==> src/rtl/matrix_ctrl_pkg.sv <==
// Shared state encoding, datapath widths and helpers for the matrix sequencer.
package matrix_ctrl_pkg;

  localparam int A_W      = 8;
  localparam int X_W      = 24;
  localparam int SUM_W    = 21;
  localparam int LOAD_CNT = 3;

  typedef enum logic [2:0] {
    S_IDLE,
    S_LOAD_X,
    S_COMPUTE,
    S_WAIT,
    S_FLUSH,
    S_DONE
  } state_e;

  // Address widths never collapse to zero bits for single-entry memories.
  function automatic int clog2_min1(input int n);
    return (n <= 1) ? 1 : $clog2(n);
  endfunction

endpackage

==> src/rtl/matrix_res_pipe.sv <==
// Two-stage valid + {vec,coef} delay line: stage 1 enables the ALU, stage 2
// writes the ALU sum to result RAM at vec*NUM_COEF+coef.
module matrix_res_pipe
  import matrix_ctrl_pkg::*;
#(
  parameter int NUM_COEF = 8,
  parameter int V_W      = 2,
  parameter int A_AW     = 3,
  parameter int R_AW     = 5
) (
  input  logic            clk,
  input  logic            rst,
  input  logic            vld_i,
  input  logic [V_W-1:0]  vec_i,
  input  logic [A_AW-1:0] coef_i,
  output logic            alu_en_o,
  output logic            res_we_o,
  output logic [R_AW-1:0] res_addr_o
);

  localparam int STAGES = 2;

  logic [STAGES:1] vld_pipe;
  logic [V_W-1:0]  vec_q;
  logic [A_AW-1:0] coef_q;
  logic [R_AW-1:0] addr_q;

  always_ff @(posedge clk) begin
    if (!rst) begin
      vld_pipe <= '0;
      vec_q    <= '0;
      coef_q   <= '0;
      addr_q   <= '0;
    end else begin
      vld_pipe <= {vld_pipe[1], vld_i};
      vec_q    <= vec_i;
      coef_q   <= coef_i;
      // The captured vec is used, so the last write of a vector is correct
      // even after the FSM has already advanced to the next LOAD_X.
      addr_q   <= vld_pipe[1] ? R_AW'(int'(vec_q) * NUM_COEF + int'(coef_q)) : '0;
    end
  end

  assign alu_en_o   = vld_pipe[1];
  assign res_we_o   = vld_pipe[STAGES];
  assign res_addr_o = addr_q;

endmodule

==> src/rtl/matrix_ctrl.sv <==
// Sequencer for the 9-tap multiply-sum ALU: loads three X words per vector,
// streams NUM_COEF coefficients, and writes every ALU sum to result RAM.
module matrix_ctrl
  import matrix_ctrl_pkg::*;
#(
  parameter int NUM_VEC  = 4,
  parameter int NUM_COEF = 8,
  parameter int X_AW     = clog2_min1(3 * NUM_VEC),
  parameter int A_AW     = clog2_min1(NUM_COEF),
  parameter int R_AW     = clog2_min1(NUM_VEC * NUM_COEF)
) (
  input  logic             clk,
  input  logic             rst,
  input  logic             start,
  output logic             busy,
  output logic             done,
  output logic             x_rd_en,
  output logic [X_AW-1:0]  x_addr,
  input  logic [X_W-1:0]   x_rdata,
  output logic             a_rd_en,
  output logic [A_AW-1:0]  a_addr,
  input  logic [A_W-1:0]   a_rdata,
  output logic             alu_en,
  output logic [A_W-1:0]   a_input,
  output logic [X_W-1:0]   x_reg1,
  output logic [X_W-1:0]   x_reg2,
  output logic [X_W-1:0]   x_reg3,
  input  logic [SUM_W-1:0] alu_sum,
  output logic             res_we,
  output logic [R_AW-1:0]  res_addr,
  output logic [SUM_W-1:0] res_wdata
);

  localparam int V_W = clog2_min1(NUM_VEC);

  state_e              state_q;
  logic [1:0]          cnt_q;
  logic [V_W-1:0]      vec_q;
  logic                busy_q;
  logic                done_q;
  logic                x_rd_en_q;
  logic [X_AW-1:0]     x_addr_q;
  logic                a_rd_en_q;
  logic [A_AW-1:0]     a_addr_q;
  logic [2:0][X_W-1:0] x_reg_q;

  // Outputs are registered: each transition loads the strobes for the state
  // being entered. a_addr_q doubles as the coefficient counter.
  always_ff @(posedge clk) begin
    if (!rst) begin
      state_q   <= S_IDLE;
      cnt_q     <= '0;
      vec_q     <= '0;
      busy_q    <= 1'b0;
      done_q    <= 1'b0;
      x_rd_en_q <= 1'b0;
      x_addr_q  <= '0;
      a_rd_en_q <= 1'b0;
      a_addr_q  <= '0;
      x_reg_q   <= '0;
    end else begin
      case (state_q)
        S_IDLE: begin
          if (start) begin
            state_q   <= S_LOAD_X;
            cnt_q     <= '0;
            vec_q     <= '0;
            busy_q    <= 1'b1;
            x_rd_en_q <= 1'b1;
            x_addr_q  <= '0;
          end
        end
        S_LOAD_X: begin
          // Read data lags the strobe by one cycle, so cnt=k captures word k-1.
          case (cnt_q)
            2'd1:    x_reg_q[0] <= x_rdata;
            2'd2:    x_reg_q[1] <= x_rdata;
            2'd3:    x_reg_q[2] <= x_rdata;
            default: ;
          endcase
          if (cnt_q == 2'(LOAD_CNT)) begin
            state_q   <= S_COMPUTE;
            a_rd_en_q <= 1'b1;
            a_addr_q  <= '0;
          end else begin
            cnt_q <= cnt_q + 2'd1;
            if (cnt_q == 2'(LOAD_CNT - 1)) begin
              x_rd_en_q <= 1'b0;
              x_addr_q  <= '0;
            end else begin
              x_addr_q  <= X_AW'(int'(vec_q) * LOAD_CNT + int'(cnt_q) + 1);
            end
          end
        end
        S_COMPUTE: begin
          if (a_addr_q == A_AW'(NUM_COEF - 1)) begin
            state_q   <= S_WAIT;
            a_rd_en_q <= 1'b0;
            a_addr_q  <= '0;
          end else begin
            a_addr_q  <= a_addr_q + A_AW'(1);
          end
        end
        S_WAIT: begin
          if (vec_q != V_W'(NUM_VEC - 1)) begin
            state_q   <= S_LOAD_X;
            vec_q     <= vec_q + V_W'(1);
            cnt_q     <= '0;
            x_rd_en_q <= 1'b1;
            x_addr_q  <= X_AW'((int'(vec_q) + 1) * LOAD_CNT);
          end else begin
            state_q   <= S_FLUSH;
          end
        end
        S_FLUSH: begin
          state_q <= S_DONE;
          done_q  <= 1'b1;
        end
        S_DONE: begin
          state_q <= S_IDLE;
          done_q  <= 1'b0;
          busy_q  <= 1'b0;
        end
        default: begin
          state_q <= S_IDLE;
          busy_q  <= 1'b0;
          done_q  <= 1'b0;
        end
      endcase
    end
  end

  matrix_res_pipe #(
    .NUM_COEF (NUM_COEF),
    .V_W      (V_W),
    .A_AW     (A_AW),
    .R_AW     (R_AW)
  ) u_res_pipe (
    .clk        (clk),
    .rst        (rst),
    .vld_i      (a_rd_en_q),
    .vec_i      (vec_q),
    .coef_i     (a_addr_q),
    .alu_en_o   (alu_en),
    .res_we_o   (res_we),
    .res_addr_o (res_addr)
  );

  assign busy      = busy_q;
  assign done      = done_q;
  assign x_rd_en   = x_rd_en_q;
  assign x_addr    = x_addr_q;
  assign a_rd_en   = a_rd_en_q;
  assign a_addr    = a_addr_q;
  assign a_input   = a_rdata;
  assign x_reg1    = x_reg_q[0];
  assign x_reg2    = x_reg_q[1];
  assign x_reg3    = x_reg_q[2];
  assign res_wdata = alu_sum;

endmodule
==> config.mk <==
export PLATFORM = sky130hd
export DESIGN_NAME = matrix_ctrl
export DESIGN_NICKNAME = d
export VERILOG_FILES = /design/src/rtl/matrix_ctrl_pkg.sv /design/src/rtl/matrix_res_pipe.sv /design/src/rtl/matrix_ctrl.sv
export SDC_FILE = /design/constraint.sdc
export NUM_CORES = 1
export LEC_CHECK = 0
export CAP_MARGIN = 25
export CORE_MARGIN = 3
export CORE_UTILIZATION = 40
export DETAILED_ROUTE_END_ITERATION = 10
export GPL_ROUTABILITY_DRIVEN = 0
export PLACE_DENSITY = 0.79
export SLEW_MARGIN = 0
export SYNTH_ARGS = -nofsm -noshare
export SYNTH_HDL_FRONTEND = slang
export SYNTH_SLANG_ARGS = --single-unit
==> constraint.sdc <==
create_clock -name clk -period 5.5 [get_ports clk]
set_input_delay 1.1 -clock clk [delete_from_list [all_inputs] [get_ports clk]]
set_output_delay 1.1 -clock clk [all_outputs]
set_load 0.02 [all_outputs]
==> implementation parameters <==
Parameter                              Value

Synthesis
  Post-synth EDFFs ... 0
  Flops & latches, synth ... 102
  Sequential share of the synthesized area ... 47.44%
  Net count after synthesis ... approximately 570
  Number of warnings printed during yosys synthesis ... 0
  Post-Synthesis Mean Instance Area ... between 8 and 9 sq um
  Primary flip-flop cell chosen by synthesis mapping ... dfxtp_1
  Total standard cell area after synthesis ... 4304 sq um
  Synthesized instance count ... 498
  Cell variety after synth ... 43
  Ys async rst share ... 0%

CTS
  Number of H-tree branching levels ... 3
  Number of hold buffers added after cts ... 0
  CTS tree ... done
  Root cell of the clock tree ... clkbuf_8
  Number of buffers inserted during clock tree synthesis ... 9
  Post-CTS repair timing setup buffer count ... 0
  Clock latency on the worst-skew pair ... 0.35 ns
  Post-cts gate resize count ... 0
  Maximum count of clock buffers along a single path ... 2
  Clock sink count ... between 100 and 150
  Clock input transition at the sequential cells of the worst setup and hold paths ... 0.10 ns

Routing
  Drc violations ... 0
  Drt pass-1 iters ... 4
  Antenna Violating Nets Remaining ... 0
  Total wire length after detailed routing ... 10,410 microns
  Routed vias ... 3,472
  Via count normalized by instance count ... 4.911
  Routed length per placed instance ... between 10 and 15 microns
  First-iteration detailed-routing DRC count ... 180

Timing
  Clock tree skew after final layout ... 0.009028 ns
  Tightest Pin Transition ... 1.011 ns
  Setup slack of the critical path after layout ... between 2 and 3 ns
  Final number of max-transition violations ... 0
  Time the worst path needs with I/O delays and setup ... about 2.5 ns
  Final clock period utilization by the worst path ... 45.65%
  Setup violations, final ... 0
  Final hold violation count ... 0
  Highest attainable clock frequency ... between 300 and 400 MHz
  Relative slew margins ... 32.62%
  Setup TNS ... 0 ns
  RSZ-0062 raised after global routing ... no

GRT
  Wire length of the first global-routing pass ... 16,550 microns
  Pin count of the biggest net entering global routing ... 52
  Total grt overflow ... 0
  Vias in the first global route ... 3,413
  Antenna violations before repair ... 0
  Total track usage ... 17.47%

Setup path
  Count of buffer and inverter cells on the critical path ... 1
  Maximum single-stage delay on the critical path ... between 0.6 and 0.7 ns
  CP startpoint kind ... flip-flop
  Top delay family on crit path ... buffers and inverters
  CP Capture Type ... output pin
  Largest fanout on the critical path ... 7
  Cell type of the slowest stage on the worst timing path ... clkdlybuf4s50_1
  Cell chain of the critical path ... clkdlybuf4s50_1
  Worst endpoint data arrival time ... 1.41 ns
  Classification of the worst setup path ... flip-flop to output pin
  Required arrival time at the worst endpoint ... 4.40 ns

Floorplan
  Die Y ... 109.7 microns
  DIE AREA ... 12,040 sq um
  Core Footprint ... around 10,000 sq um
  Horiz. Die Dim ... 109.7 microns
  Starting density of the core ... approximately two fifths
  I/O pin count ... 175
  Row Count ... 37

Final layout
  Layout Area Growth over Synthesis ... 26.51%
  Leading cell types in the layout, fill and taps excluded ... nand2_1 (164), clkdlybuf4s50_1 (115), dfxtp_1 (102), a21boi_0 (62), a21boi_1 (13)
  Final non-filler cell total ... 707
  Final-stage net count ... about 640
  Most frequent standard cell in the layout excluding fill and tap cells ... nand2_1
  Number of diodes added for antenna fixing ... 0
  Share of cells above drive strength 1 ... 4.028%
  Count of filler cells inserted in the layout ... 960

Run
  Count of max-cap constraint violations ... 0

Hold path
  Tightest Hold Check Type ... flip-flop to flip-flop

Run status
  Run status ... finished, final reports clean

Placement
  Post-place setup slack ... 2.672 ns
  Number of input and output port buffers inserted ... 116
  Dpl cells ... 691
  HPWL after DPL ... 7158 microns

Power
  PnR Total Power ... ~1300 uW
  Leakage power of the design ... 0.001895 uW
  Worst-case vdd ir drop ... 0.0001222 V
  Power density of the placed cells ... 246.1 nW/um^2
## where the power goes
| group | switching, uW | internal (uW) |
|---|---|---|
| registers | 12.2 | 753 |
| logic | 72.3 | 64.0 |
| clock network | 268 | 170 |
## routing by layer
| layer | track usage, % | wire length (microns) | part of all wire [%] | vias to the layer above |
|---|---|---|---|---|
| met2 | 29.12 | 4933 | 47 | 116 |
| met1 | 21.76 | 4544 | 44 | 1601 |
| met5 | 0 | 0 | 0 | - |
| li1 | - | - | - | 1726 |
| met4 | 6.857 | 200 | 1.9 | 0 |
| met3 | 4.169 | 730 | 7.0 | 29 |
## stage by stage
stage | hold WS, ns | cell area, sq um | util, %
4_1_cts | 0.4613 | 5445 | 52.28
3_5_place_dp | 0.4465 | 5266 | 50.56
2_1_floorplan | 0.4436 | 4304 | -
3_3_place_gp | 0.4412 | 5266 | 50.56
6_report | 0.4581 | 5445 | 52.28
5_1_grt | 0.4840 | 5445 | 52.28
## flip-flops by register name, indices dropped and copies added (netlist names)
signal and flops:
x_reg2 24, busy 1, u_res_pipe.coef_q 3, x_rd_en 1, u_res_pipe.vec_q 2, x_reg1 24
a_addr 3, vec_q 2, state_q 3, u_res_pipe.vld_pipe 2, u_res_pipe.res_addr_o 5, done 1
a_rd_en 1, x_reg3 24, cnt_q 2, x_addr 4
## worst paths after layout
check                                     from                      to  slack (ns)  cells past startpoint
max          u_res_pipe.vld_pipe[1]$_SDFF_PN0_                  alu_en        2.99                      1
min                     x_reg3[6]$_SDFFE_PN0P_  x_reg3[6]$_SDFFE_PN0P_        0.46                      2
max reg2reg            state_q[0]$_SDFFE_PN0P_  x_reg3[5]$_SDFFE_PN0P_        3.18                      4
min reg2reg             x_reg3[6]$_SDFFE_PN0P_  x_reg3[6]$_SDFFE_PN0P_        0.46                      2
## worst register-to-register path, delay by kind of cell, from the launching register on
family          cells  cell delay (ns)
simple gates        3             1.49
flops               1             0.62
compound gates      1             0.09
## area by class of cell
cell class | instances | area, sq um | share of cell area [%]
sequential | 102 | 2042 | 37.50
tap | 136 | 170.2 | 3.125
clock buffer | 9 | 123.9 | 2.275
multi-input combinational | 326 | 1853 | 34.03
inverter | 10 | 37.54 | 0.6893
clock inverter | 7 | 55.05 | 1.011
timing repair buffer | 117 | 1164 | 21.37
## cells by family (layout without fill, tap and decap cells)
kind of cell               count (synthesis)  count (layout)  synth area share [%]
xor gates and xnor gates                   4               4                0.8139
buffers and inverters                     70             143                 9.506
DFF                                      102             102                 47.44
muxes                                      1               1                0.2326
adders and majority gates                 13              13                 4.128
and+or+nand+nor                          207             207                 21.10
AOI/OAI and AO/OA                        101             101                 16.77
## synth_stat cells (2+ instances only)
| master | instances | area (sq um) |
|---|---|---|
| nand2_1 | 164 | 615.6 |
| clkbuf_1 | 16 | 60.06 |
| and3_1 | 6 | 37.54 |
| a21oi_1 | 7 | 35.03 |
| o22ai_1 | 3 | 18.77 |
| nor2b_1 | 5 | 31.28 |
| fa_1 | 2 | 40.04 |
| buf_4 | 29 | 217.7 |
| a21boi_1 | 13 | 97.59 |
| ha_1 | 11 | 137.6 |
| nor2_1 | 8 | 30.03 |
| dfxtp_1 | 102 | 2042 |
| buf_2 | 11 | 55.05 |
| o21ai_0 | 7 | 35.03 |
| and2_1 | 7 | 43.79 |
| or3b_1 | 2 | 17.52 |
| inv_1 | 10 | 37.54 |
| nand2b_1 | 3 | 18.77 |
| xnor2_1 | 4 | 35.03 |
| a21boi_0 | 62 | 465.5 |
| nor4_1 | 2 | 12.51 |
| buf_6 | 3 | 33.78 |
Power figures use the tool's default switching activity.
